### src/rtl/iiq_issue_scheduler.sv
`default_nettype none
// ============================================================================
// Module      : iiq_issue_scheduler
// Description : Issue scheduler and wakeup controller for the integer issue
//               queue (IIQ) shift queue. Writes source-ready bits back into
//               entries whose source tags match a wakeup broadcast, selects
//               the oldest fully-ready entry for dequeue, and blocks long ops
//               while the single long-latency unit is occupied.
// Revision    : 1.0  initial release
// ----------------------------------------------------------------------------
// Ports
//   clk, rst_aL      : clock, asynchronous active-low reset
//   enq_fire         : queue accepted an enqueue this cycle
//   entry_douts      : queue contents, entry 0 is the oldest
//   wakeup_valid/tag : external wakeup broadcasts
//   fu_ready         : execute stage can accept an op
//   deq_ready        : to queue, mirrors fu_ready
//   deq_sel_onehot   : to queue, one-hot dequeue select (or all zeros)
//   wr_en / wr_data  : to queue, per-entry ready-bit write-back
//   issue_valid/long : an op issues this cycle / it is a long op
//   occupancy        : scheduler's copy of queue occupancy
//   long_busy        : long-latency unit busy
// Entry layout (LSB first): long, src1_rdy, src2_rdy, src1_tag, src2_tag,
//   dst_tag, payload.
// Build option: define IIQ_SCHED_SELF_WAKEUP_EN to broadcast the dst_tag of
//   issued ops internally (short: cycle after issue; long: cycle in which the
//   busy counter goes 1->0).
// ============================================================================
`ifndef IIQ_N_ENTRIES
`define IIQ_N_ENTRIES 8
`endif

module iiq_issue_scheduler #(
    parameter int N_ENTRIES     = `IIQ_N_ENTRIES,
    parameter int TAG_WIDTH     = 6,
    parameter int PAYLOAD_WIDTH = 32,
    parameter int N_WAKEUP      = 2,
    parameter int LONG_LAT      = 4,
    localparam int ENTRY_WIDTH  = 3 + 3*TAG_WIDTH + PAYLOAD_WIDTH,
    localparam int CTR_WIDTH    = $clog2(N_ENTRIES) + 1
) (
    input  logic                                   clk,
    input  logic                                   rst_aL,
    input  logic                                   enq_fire,
    input  logic [N_ENTRIES-1:0][ENTRY_WIDTH-1:0]  entry_douts,
    input  logic [N_WAKEUP-1:0]                    wakeup_valid,
    input  logic [N_WAKEUP-1:0][TAG_WIDTH-1:0]     wakeup_tag,
    input  logic                                   fu_ready,
    output logic                                   deq_ready,
    output logic [N_ENTRIES-1:0]                   deq_sel_onehot,
    output logic [N_ENTRIES-1:0]                   wr_en,
    output logic [N_ENTRIES-1:0][ENTRY_WIDTH-1:0]  wr_data,
    output logic                                   issue_valid,
    output logic                                   issue_long,
    output logic [CTR_WIDTH-1:0]                   occupancy,
    output logic                                   long_busy
);

    localparam int c_BUSY_W = $clog2(LONG_LAT);
    localparam int c_IDX_W  = (N_ENTRIES > 1) ? $clog2(N_ENTRIES) : 1;
    localparam int c_S1_LSB = 3;
    localparam int c_S2_LSB = 3 + TAG_WIDTH;
    localparam int c_DT_LSB = 3 + 2*TAG_WIDTH;
`ifdef IIQ_SCHED_SELF_WAKEUP_EN
    localparam int c_N_WK   = N_WAKEUP + 2;
`else
    localparam int c_N_WK   = N_WAKEUP;
`endif

    logic [CTR_WIDTH-1:0]                r_occ;
    logic [c_BUSY_W-1:0]                 r_busy_ctr;
    logic [c_N_WK-1:0]                   r_wkq_vld;
    logic [c_N_WK-1:0][TAG_WIDTH-1:0]    r_wkq_tag;

    logic [c_N_WK-1:0]                   w_wk_vld;
    logic [c_N_WK-1:0][TAG_WIDTH-1:0]    w_wk_tag;
    logic [N_ENTRIES-1:0]                w_valid;
    logic [N_ENTRIES-1:0]                w_m1;
    logic [N_ENTRIES-1:0]                w_m2;
    logic [N_ENTRIES-1:0]                w_elig;
    logic [N_ENTRIES-1:0]                w_sel;
    logic [c_IDX_W-1:0]                  w_sel_idx;
    logic                                w_found;
    logic                                w_issue_long;

`ifdef IIQ_SCHED_SELF_WAKEUP_EN
    logic                                r_self_vld;
    logic [TAG_WIDTH-1:0]                r_self_tag;
    logic [TAG_WIDTH-1:0]                r_long_tag;
`endif

    // Wakeup sources seen this cycle: external ports first, then the
    // internal short/long broadcasts when self-wakeup is built in.
    always_comb begin
        w_wk_vld = '0;
        w_wk_tag = '0;
        w_wk_vld[N_WAKEUP-1:0] = wakeup_valid;
        for (int k = 0; k < N_WAKEUP; k++) begin
            w_wk_tag[k] = wakeup_tag[k];
        end
`ifdef IIQ_SCHED_SELF_WAKEUP_EN
        w_wk_vld[N_WAKEUP]   = r_self_vld;
        w_wk_tag[N_WAKEUP]   = r_self_tag;
        w_wk_vld[N_WAKEUP+1] = (r_busy_ctr == c_BUSY_W'(1));
        w_wk_tag[N_WAKEUP+1] = r_long_tag;
`endif
    end

    // Source matching against current and previous-cycle wakeups. The
    // previous-cycle copy catches entries that were being enqueued (and so
    // not yet visible) when their producer broadcast.
    always_comb begin
        w_valid = '0;
        w_m1    = '0;
        w_m2    = '0;
        for (int i = 0; i < N_ENTRIES; i++) begin
            w_valid[i] = (CTR_WIDTH'(i) < r_occ);
            for (int k = 0; k < c_N_WK; k++) begin
                if ((w_wk_vld[k] && w_wk_tag[k] == entry_douts[i][c_S1_LSB +: TAG_WIDTH]) ||
                    (r_wkq_vld[k] && r_wkq_tag[k] == entry_douts[i][c_S1_LSB +: TAG_WIDTH]))
                    w_m1[i] = 1'b1;
                if ((w_wk_vld[k] && w_wk_tag[k] == entry_douts[i][c_S2_LSB +: TAG_WIDTH]) ||
                    (r_wkq_vld[k] && r_wkq_tag[k] == entry_douts[i][c_S2_LSB +: TAG_WIDTH]))
                    w_m2[i] = 1'b1;
            end
            // Only sources that are not ready yet count as new matches.
            w_m1[i] = w_m1[i] & w_valid[i] & ~entry_douts[i][1];
            w_m2[i] = w_m2[i] & w_valid[i] & ~entry_douts[i][2];
        end
    end

    // Write-back and eligibility. Eligibility uses the stored ready bits,
    // so a woken entry becomes selectable the cycle after its write-back.
    always_comb begin
        wr_en   = '0;
        wr_data = entry_douts;
        w_elig  = '0;
        for (int i = 0; i < N_ENTRIES; i++) begin
            wr_en[i] = w_m1[i] | w_m2[i];
            if (w_m1[i]) wr_data[i][1] = 1'b1;
            if (w_m2[i]) wr_data[i][2] = 1'b1;
            w_elig[i] = w_valid[i] & entry_douts[i][1] & entry_douts[i][2] &
                        (~entry_douts[i][0] | (r_busy_ctr == '0));
        end
    end

    // Oldest-first select: lowest index wins.
    always_comb begin
        w_sel     = '0;
        w_sel_idx = '0;
        w_found   = 1'b0;
        for (int i = 0; i < N_ENTRIES; i++) begin
            if (fu_ready && w_elig[i] && !w_found) begin
                w_sel[i]  = 1'b1;
                w_sel_idx = c_IDX_W'(i);
                w_found   = 1'b1;
            end
        end
    end

    assign w_issue_long   = w_found & entry_douts[w_sel_idx][0];
    assign deq_ready      = fu_ready;
    assign deq_sel_onehot = w_sel;
    assign issue_valid    = w_found;
    assign issue_long     = w_issue_long;
    assign occupancy      = r_occ;
    assign long_busy      = (r_busy_ctr != '0);

    // Occupancy tracks the queue exactly; overflow/underflow is a protocol
    // violation by the producer and is deliberately not saturated.
    always_ff @(posedge clk or negedge rst_aL) begin
        if (!rst_aL) begin
            r_occ      <= '0;
            r_busy_ctr <= '0;
            r_wkq_vld  <= '0;
            r_wkq_tag  <= '0;
        end else begin
            r_occ <= r_occ + CTR_WIDTH'(enq_fire) - CTR_WIDTH'(w_found);
            if (w_issue_long)
                r_busy_ctr <= c_BUSY_W'(LONG_LAT - 1);
            else if (r_busy_ctr != '0)
                r_busy_ctr <= r_busy_ctr - c_BUSY_W'(1);
            r_wkq_vld <= w_wk_vld;
            r_wkq_tag <= w_wk_tag;
        end
    end

`ifdef IIQ_SCHED_SELF_WAKEUP_EN
    always_ff @(posedge clk or negedge rst_aL) begin
        if (!rst_aL) begin
            r_self_vld <= 1'b0;
            r_self_tag <= '0;
            r_long_tag <= '0;
        end else begin
            r_self_vld <= w_found & ~w_issue_long;
            r_self_tag <= entry_douts[w_sel_idx][c_DT_LSB +: TAG_WIDTH];
            if (w_issue_long)
                r_long_tag <= entry_douts[w_sel_idx][c_DT_LSB +: TAG_WIDTH];
        end
    end
`endif

endmodule

`default_nettype wire

### config.mk
export PLATFORM = sky130hd
export DESIGN_NAME = iiq_issue_scheduler
export DESIGN_NICKNAME = d
export VERILOG_FILES = /design/src/rtl/iiq_issue_scheduler.sv
export SDC_FILE = /design/constraint.sdc
export NUM_CORES = 1
export LEC_CHECK = 0
export CORE_AREA = 2 2 348 350
export DETAILED_ROUTE_END_ITERATION = 6
export DIE_AREA = 0 0 350 352
export PLACE_DENSITY = 0.32
export SLEW_MARGIN = 20
export SYNTH_ARGS = -nofsm -noshare
export SYNTH_HDL_FRONTEND = slang
export SYNTH_SLANG_ARGS = --single-unit
### constraint.sdc
create_clock -name clk -period 4.51 [get_ports clk]
set_input_delay 0.902 -clock clk [delete_from_list [all_inputs] [get_ports clk]]
set_output_delay 0.902 -clock clk [all_outputs]
set_load 0.03 [all_outputs]
==> metrics.txt, run 1 <==
worst path required time=3.61 ns; area leader, netlist=buf_4; Port Buffers=281; Worst-Margin Slew=1.088 ns; CTS tree=yes; Layout area overhead=23.57%; Vias/cell=2.888; die span in y=352 um; Nets=1504; Most common cell on crit path=buf_4; MaxCap Viol Count=0; first-pass GRT wire length=84.71 mm; clock sink count=20; worst r2r src=occupancy[3]$_DFF_PN0_; # fillers=13.88k; result of the run=complete, no violations; number of global-route vias before repair=8413; FMAX=230.6 MHz; root buffer cell=clkbuf_16; RSZ-0062 raised after global routing=false; clk_lat worst skew=0.27 ns; Worst IR Drop VDD=0.09087 mV; Placer Congestion=0.7480; post-synthesis sequential area ratio=0.05436; Initial Utilization=0.07715; Synth Warn #=0; largest net degree at the start of global routing=21; critical path class=input port to primary output; worst hold path type=flip-flop to flip-flop; WL/cell=24.96 um; post-synthesis net count=1636; DRC errors left=0; Util after Layout=0.09533; die area=0.1232 mm^2; CP Capture Type=primary output; Fin Setup TNS=0 ns; Cell Chain, Critical Path=clkdlybuf4s50_1 > xor2_1 > nor4_1 > o41ai_2 > buf_4 > o22ai_1 > buf_4; Total Routing Usage GR=0.1042; TritonCTS buffer count=3; Mapped Cells=1186; Async S/R FF share, synth=1.000; Boundary Pins=890; drt initial violations=465; H-tree depth=1; CP max stage cell=clkdlybuf4s50_1; PnR Total Power=2.300 mW; DIE WIDTH=350 um; Post-CTS Setup Bufs=0; Max Slew Vio Count=0; post-place setup slack=-0.1119 ns; synthesized area=0.009206 mm^2; post-route minimum period=4.336 ns; ys flop type=dfrtp_1; total grt overflow=0; detailed placer's ending HPWL=57.40 mm; Synth area leaders=buf_4, xnor2_1, xor2_1; Setup crit start=entry_douts[332]; worst min-delay path startpoint=r_busy_ctr[0]$_DFFE_PN0P_; Detailed Routing Iterations Pass 1=4; Core Rows=127; Crit path largest cell delay=0.91 ns; FF+latch count, synth=20; most common cell after layout, fill and taps aside=clkdlybuf4s50_1; number of flops mapped to enable cells by yosys=0; Worst-path clk slew=0.07 ns; Worst Path Max Fanout=5; Crit path max-delay family=buffers and inverters; most frequent cells in the layout=clkdlybuf4s50_1, xnor2_1, xor2_1; ratio of cells with drive above 1 in the final layout=0.1548; detailed-route via count=7702; Tcrit/Tclk final=0.9615; Core Area=0.1193 mm^2; Lkg Pwr=3.651 nW; initial antenna violation count=14; Hold Fails Final Rpt=0; worst path bufs/invs=3; setup violators final=0; final setup skew=0.001358 ns; placed cell count=2661; startpoint types=input port; Mapped Avg Cell Area=7.763 um^2; total length of routed wires=66.57 mm; fin cells=2667; slew margin rel.=0.2748; critical path arrival=3.43 ns; post-route ant nets=0; post-route setup slack=0.1736 ns; post-synthesis cell type count=50; P per Cell Area=202.2 mW/mm^2; Synth top area share=0.3425; CTS Buffer Depth=2
[worst register-to-register path, cell delays in order (launching register included)]
cell,delay [ns]
dfrtp_1,0.54
inv_1,0.16
ha_1,0.22
buf_4,0.26
a21bo_2,0.34
nand3_2,0.16
nand2_1,0.09
nor2_1,0.21
nand2_1,0.12
or3_1,0.40
ha_1,0.30
inv_1,0.06
ha_1,0.16
inv_1,0.06
fa_1,0.40
xnor2_1,0.13
[area by class of cell]
class | instances | area, um^2 | area share
antenna | 2 | 5.005 | 0.0004399
timing repair buffer | 370 | 3510 | 0.3085
inverter | 17 | 63.81 | 0.005609
multi-input combinational | 642 | 5175 | 0.4549
tap | 1612 | 2017 | 0.1773
sequential | 20 | 500.5 | 0.04399
clock buffer | 3 | 75.07 | 0.006599
clock inverter | 1 | 30.03 | 0.002640
[report_power, final]
part	switching [mW]	total (mW)	internal [mW]	leakage [nW]
registers	0.0915	0.309	0.217	0.232
clock network	0.0953	0.273	0.177	0.0511
logic	1.03	1.72	0.693	3.37
total	1.21	2.30	1.09	3.65
[cells in the mapped netlist (all sizes together) (2+ instances only)]
cell type	number
o22ai	6
nor3	2
nand2	5
or2	6
nor2	11
o21ai	4
nand4	68
inv	17
clkbuf	32
xor2	193
ha	7
xnor2	194
nor2b	7
buf	475
o2111ai	2
nor4	74
nand3	6
a21boi	2
nor3b	2
and3	2
dfrtp	20
o41ai	10
or3	2
mux2i	2
o21bai	4
a21oi	4
or4	3
nand2b	15
o32ai	3
[stage by stage]
| stage | hold slack (ns) | area (um^2) |
|---|---|---|
| 6_report | 0.6532 | 11380 |
| 5_1_grt | 0.6923 | 11370 |
| 4_1_cts | 0.6644 | 11370 |
| 3_5_place_dp | 0.6416 | 11250 |
| 3_3_place_gp | 0.6591 | 11240 |
| 2_1_floorplan | 0.5811 | 9206 |
[layer usage]
| metal | share of wire | GRT usage | vias up |
|---|---|---|---|
| li1 | - | - | 3189 |
| met1 | 0.43 | 0.1306 | 3761 |
| met3 | 0.090 | 0.03454 | 166 |
| met5 | 0.0012 | 0.002747 | - |
| met2 | 0.43 | 0.1619 | 580 |
| met4 | 0.044 | 0.04319 | 6 |
[sequential cells by signal (all words and copies together), names as in the netlist]
register / cells
r_busy_ctr: 2
r_wkq_vld: 2
r_wkq_tag: 12
occupancy: 4
[logic make-up (layout without fill, tap and decap cells)]
logic type               Yosys count  count (layout)  synth area share
flip-flops                        20              20           0.05436
adder cells (fa/ha/maj)            8               8           0.01169
AND/OR/NAND/NOR                  206             206            0.1397
other                              0               2                 0
AO/OA/AOI/OAI                     39              39           0.03357
multiplexers                       2               2          0.002175
XOR/XNOR                         387             387            0.3682
buffers and inverters            524             391            0.3903
[worst paths after layout]
path                                        endpoint  slack [ns]  cells past startpoint
max in group asynchronous  r_busy_ctr[1]$_DFFE_PN0P_        3.19                      2
max reg2reg                   occupancy[2]$_DFF_PN0_        0.78                     15
min reg2reg                r_busy_ctr[0]$_DFFE_PN0P_        0.65                      3
min                        r_busy_ctr[0]$_DFFE_PN0P_        0.65                      3
min in group asynchronous     r_wkq_vld[1]$_DFF_PN0_        1.01                      2
max                                         wr_en[6]        0.17                      7
[timing repair]
item                                   4_1_cts  5_1_grt
gates resized for setup                      4        0
hold buffers                                 0        0
setup endpoints to repair                    6        0
endpoints found under the hold margin        0        0
No activity file was read; power rests on OpenSTA's default activity.
==> run 2: changes to the inputs <==
Settings changed: CORE_AREA 2 2 348 350 to 4 4 340 342, CTS_CLUSTER_SIZE set to 14, DIE_AREA 0 0 350 352 to 0 0 344 346, PLACE_DENSITY 0.32 to 0.33.
Clock period 4.51 ns to 5.48 ns, I/O delays scaled along.
==> run 2 against run 1 <==
Power is 21% lower. Non-clock buffer count is 34 lower. Design area fell by 4.6%. Sequential share of layout area up 0.21 points. Global-route usage about the same. Die area fell by 3.4%. Via count shrank 1.8%. Sequential power is 24% lower. Flip-flop and latch count unchanged. Core utilization increased by 0.13 points. Critical path type unchanged.
==> metrics.txt, run 2 (synthesized netlist as in run 1, its figures left out) <==
placed cell count=2515 (-5.5%); Worst-path clk slew=0.07 ns (about the same); MaxCap Viol Count=0 (unchanged); cts repair resizes=0 (-4); worst min-delay path startpoint=r_busy_ctr[0]$_DFFE_PN0P_; largest net degree at the start of global routing=21 (unchanged); Fin Setup TNS=0 ns (unchanged); max reg flops=12 (unchanged); Nets=1470 (-2.3%); setup violators final=0 (unchanged); post-place setup slack=0.3114 ns (+0.4233 ns); Detailed Routing Iterations Pass 1=4 (unchanged); root buffer cell=clkbuf_16; fin cells=2522 (-5.4%); RSZ-0062 raised after global routing=false; Hold Fails Final Rpt=0 (unchanged); Initial Utilization=0.08195 (+0.004800); slew margin rel.=0.2539 (-0.02085); Boundary Pins=890 (unchanged); Max Slew Vio Count=0 (unchanged); Largest Register=r_wkq_tag; Crit path max-delay family=buffers and inverters; Min-Delay Endpoint=r_busy_ctr[0]$_DFFE_PN0P_; Worst Path Max Fanout=8 (+3); worst path bufs/invs=2 (-1); hold depth=3 (unchanged); Worst-Margin Slew=1.119 ns (+0.03128 ns); CP max stage cell=clkdlybuf4s50_1; DRC errors left=0 (unchanged); Core Rows=123 (-3.1%); CTS tree=yes; CP Capture Type=primary output; result of the run=complete, no violations; initial antenna violation count=15 (+1); Crit path largest cell delay=0.79 ns (-0.12 ns); final setup skew=0.0008749 ns (-0.0004831 ns); die span in y=346 um (-1.7%); Port Buffers=281 (unchanged); die area=0.1190 mm^2 (-3.4%); Util after Layout=0.09659 (+0.001265); Tcrit/Tclk final=0.9461; total grt overflow=0 (unchanged); worst r2r path cells=14 (-1); flop-to-flop setup slack=1.78 ns (+1.00 ns); Core Area=0.1123 mm^2 (-5.9%); most common cell after layout, fill and taps aside=clkdlybuf4s50_1; post-route cell area=0.01085 mm^2 (-4.6%); post-route minimum period=5.185 ns; Hold Buf Count CTS=0 (unchanged); DIE WIDTH=344 um (-1.7%); first-pass GRT wire length=81.90 mm (-3.3%); critical path arrival=4.09 ns (+0.66 ns); Lkg Pwr=3.405 nW (-6.7%); post-route setup slack=0.2953 ns (+0.1217 ns); R2R Path End=occupancy[2]$_DFF_PN0_; TritonCTS buffer count=3 (unchanged); WL/cell=25.75 um (+3.2%); Placer Congestion=0.7817 (+4.5%); drt initial violations=508 (+9.2%); Layout area overhead=17.87%; Vias/cell=3.000 (+3.9%); Cell Chain, Critical Path=clkdlybuf4s50_1 > nand3_1 > or4_4 > o31a_1 > o22ai_1 > mux2i_1 > nand4_1 > clkdlybuf4s50_1; FMAX=192.9 MHz; Setup crit start=fu_ready; number of global-route vias before repair=8024 (-4.6%); H-tree depth=1 (unchanged); Total Routing Usage GR=0.1039 (-0.0002567); worst r2r src=occupancy[3]$_DFF_PN0_; clock sink count=20 (unchanged); Post-CTS Setup Bufs=0 (unchanged); clk_lat worst skew=0.28 ns (about the same); most frequent cells in the layout=clkdlybuf4s50_1, xnor2_1, xor2_1; WHS=0.7152 ns (+0.06197 ns); Area after DPL=0.01074 mm^2 (-4.5%); Most common cell on crit path=clkdlybuf4s50_1; ratio of cells with drive above 1 in the final layout=0.1079 (-0.04685); post-route ant nets=0 (unchanged); Worst IR Drop VDD=0.09402 mV (+3.5%); worst path required time=4.38 ns (+0.77 ns); P per Cell Area=168.0 mW/mm^2 (-17%); CTS Buffer Depth=2 (unchanged); detailed-route via count=7566 (-1.8%); total length of routed wires=64.95 mm (-2.4%); critical path class=input port to primary output; PnR Total Power=1.823 mW (-21%); detailed placer's ending HPWL=55.26 mm (-3.7%); startpoint types=input port; worst hold path type=flip-flop to flip-flop
==> run 2: cell count changes in the layout (fill, tap and decap cells not counted) <==
cell / delta
o41ai_2: -2
nor4_4: -1
buf_4: -38
diode_2: +1
clkdlybuf4s50_1: +15
dlygate4sd2_1: -1
nor4_1: +3
nor4_2: -2
o41ai_1: +2
buf_12: -10
==> run 2: per-layer routing <==
layer,routed length [um],global-route usage
met3,7472,0.04364
met1,26510,0.1261
met4,3224,0.04538
met5,65,0.003205
met2,27680,0.1598
==> run 2: tightest hold or removal path: cells and delay by family, from the launching register on <==
kind | cells | cell delay, ns
DFF | 1 | 0.37
and+or+nand+nor | 2 | 0.16
xor gates and xnor gates | 1 | 0.15
==> run 2: how the worst max path moves through the flow <==
stage	cells after the start	end	slack (ns)
final	8	issue_long	0.30
after global routing	8	deq_sel_onehot[7]	0.15
after global placement	8	issue_long	0.36
after detailed placement	8	deq_sel_onehot[7]	0.31
after floorplan	6	deq_sel_onehot[7]	1.49
after CTS	8	deq_sel_onehot[7]	0.29
==> run 2: where the power goes <==
part           total [mW]  internal (mW)  switching (mW)  leakage (nW)
Clock               0.225          0.146          0.0792        0.0511
Sequential          0.234          0.179          0.0547         0.232
Combinational        1.36          0.539           0.825          3.12
Total                1.82          0.864           0.959          3.41
==> run 2: area by class of cell <==
class                      count  area, um^2
multi-input combinational    642        5132
antenna                        3       7.507
timing repair buffer         336        3166
sequential                    20       500.5
clock inverter                 1       30.03
fill                       13080      101500
clock buffer                   3       75.07
inverter                      17       63.81
tap                         1500        1877
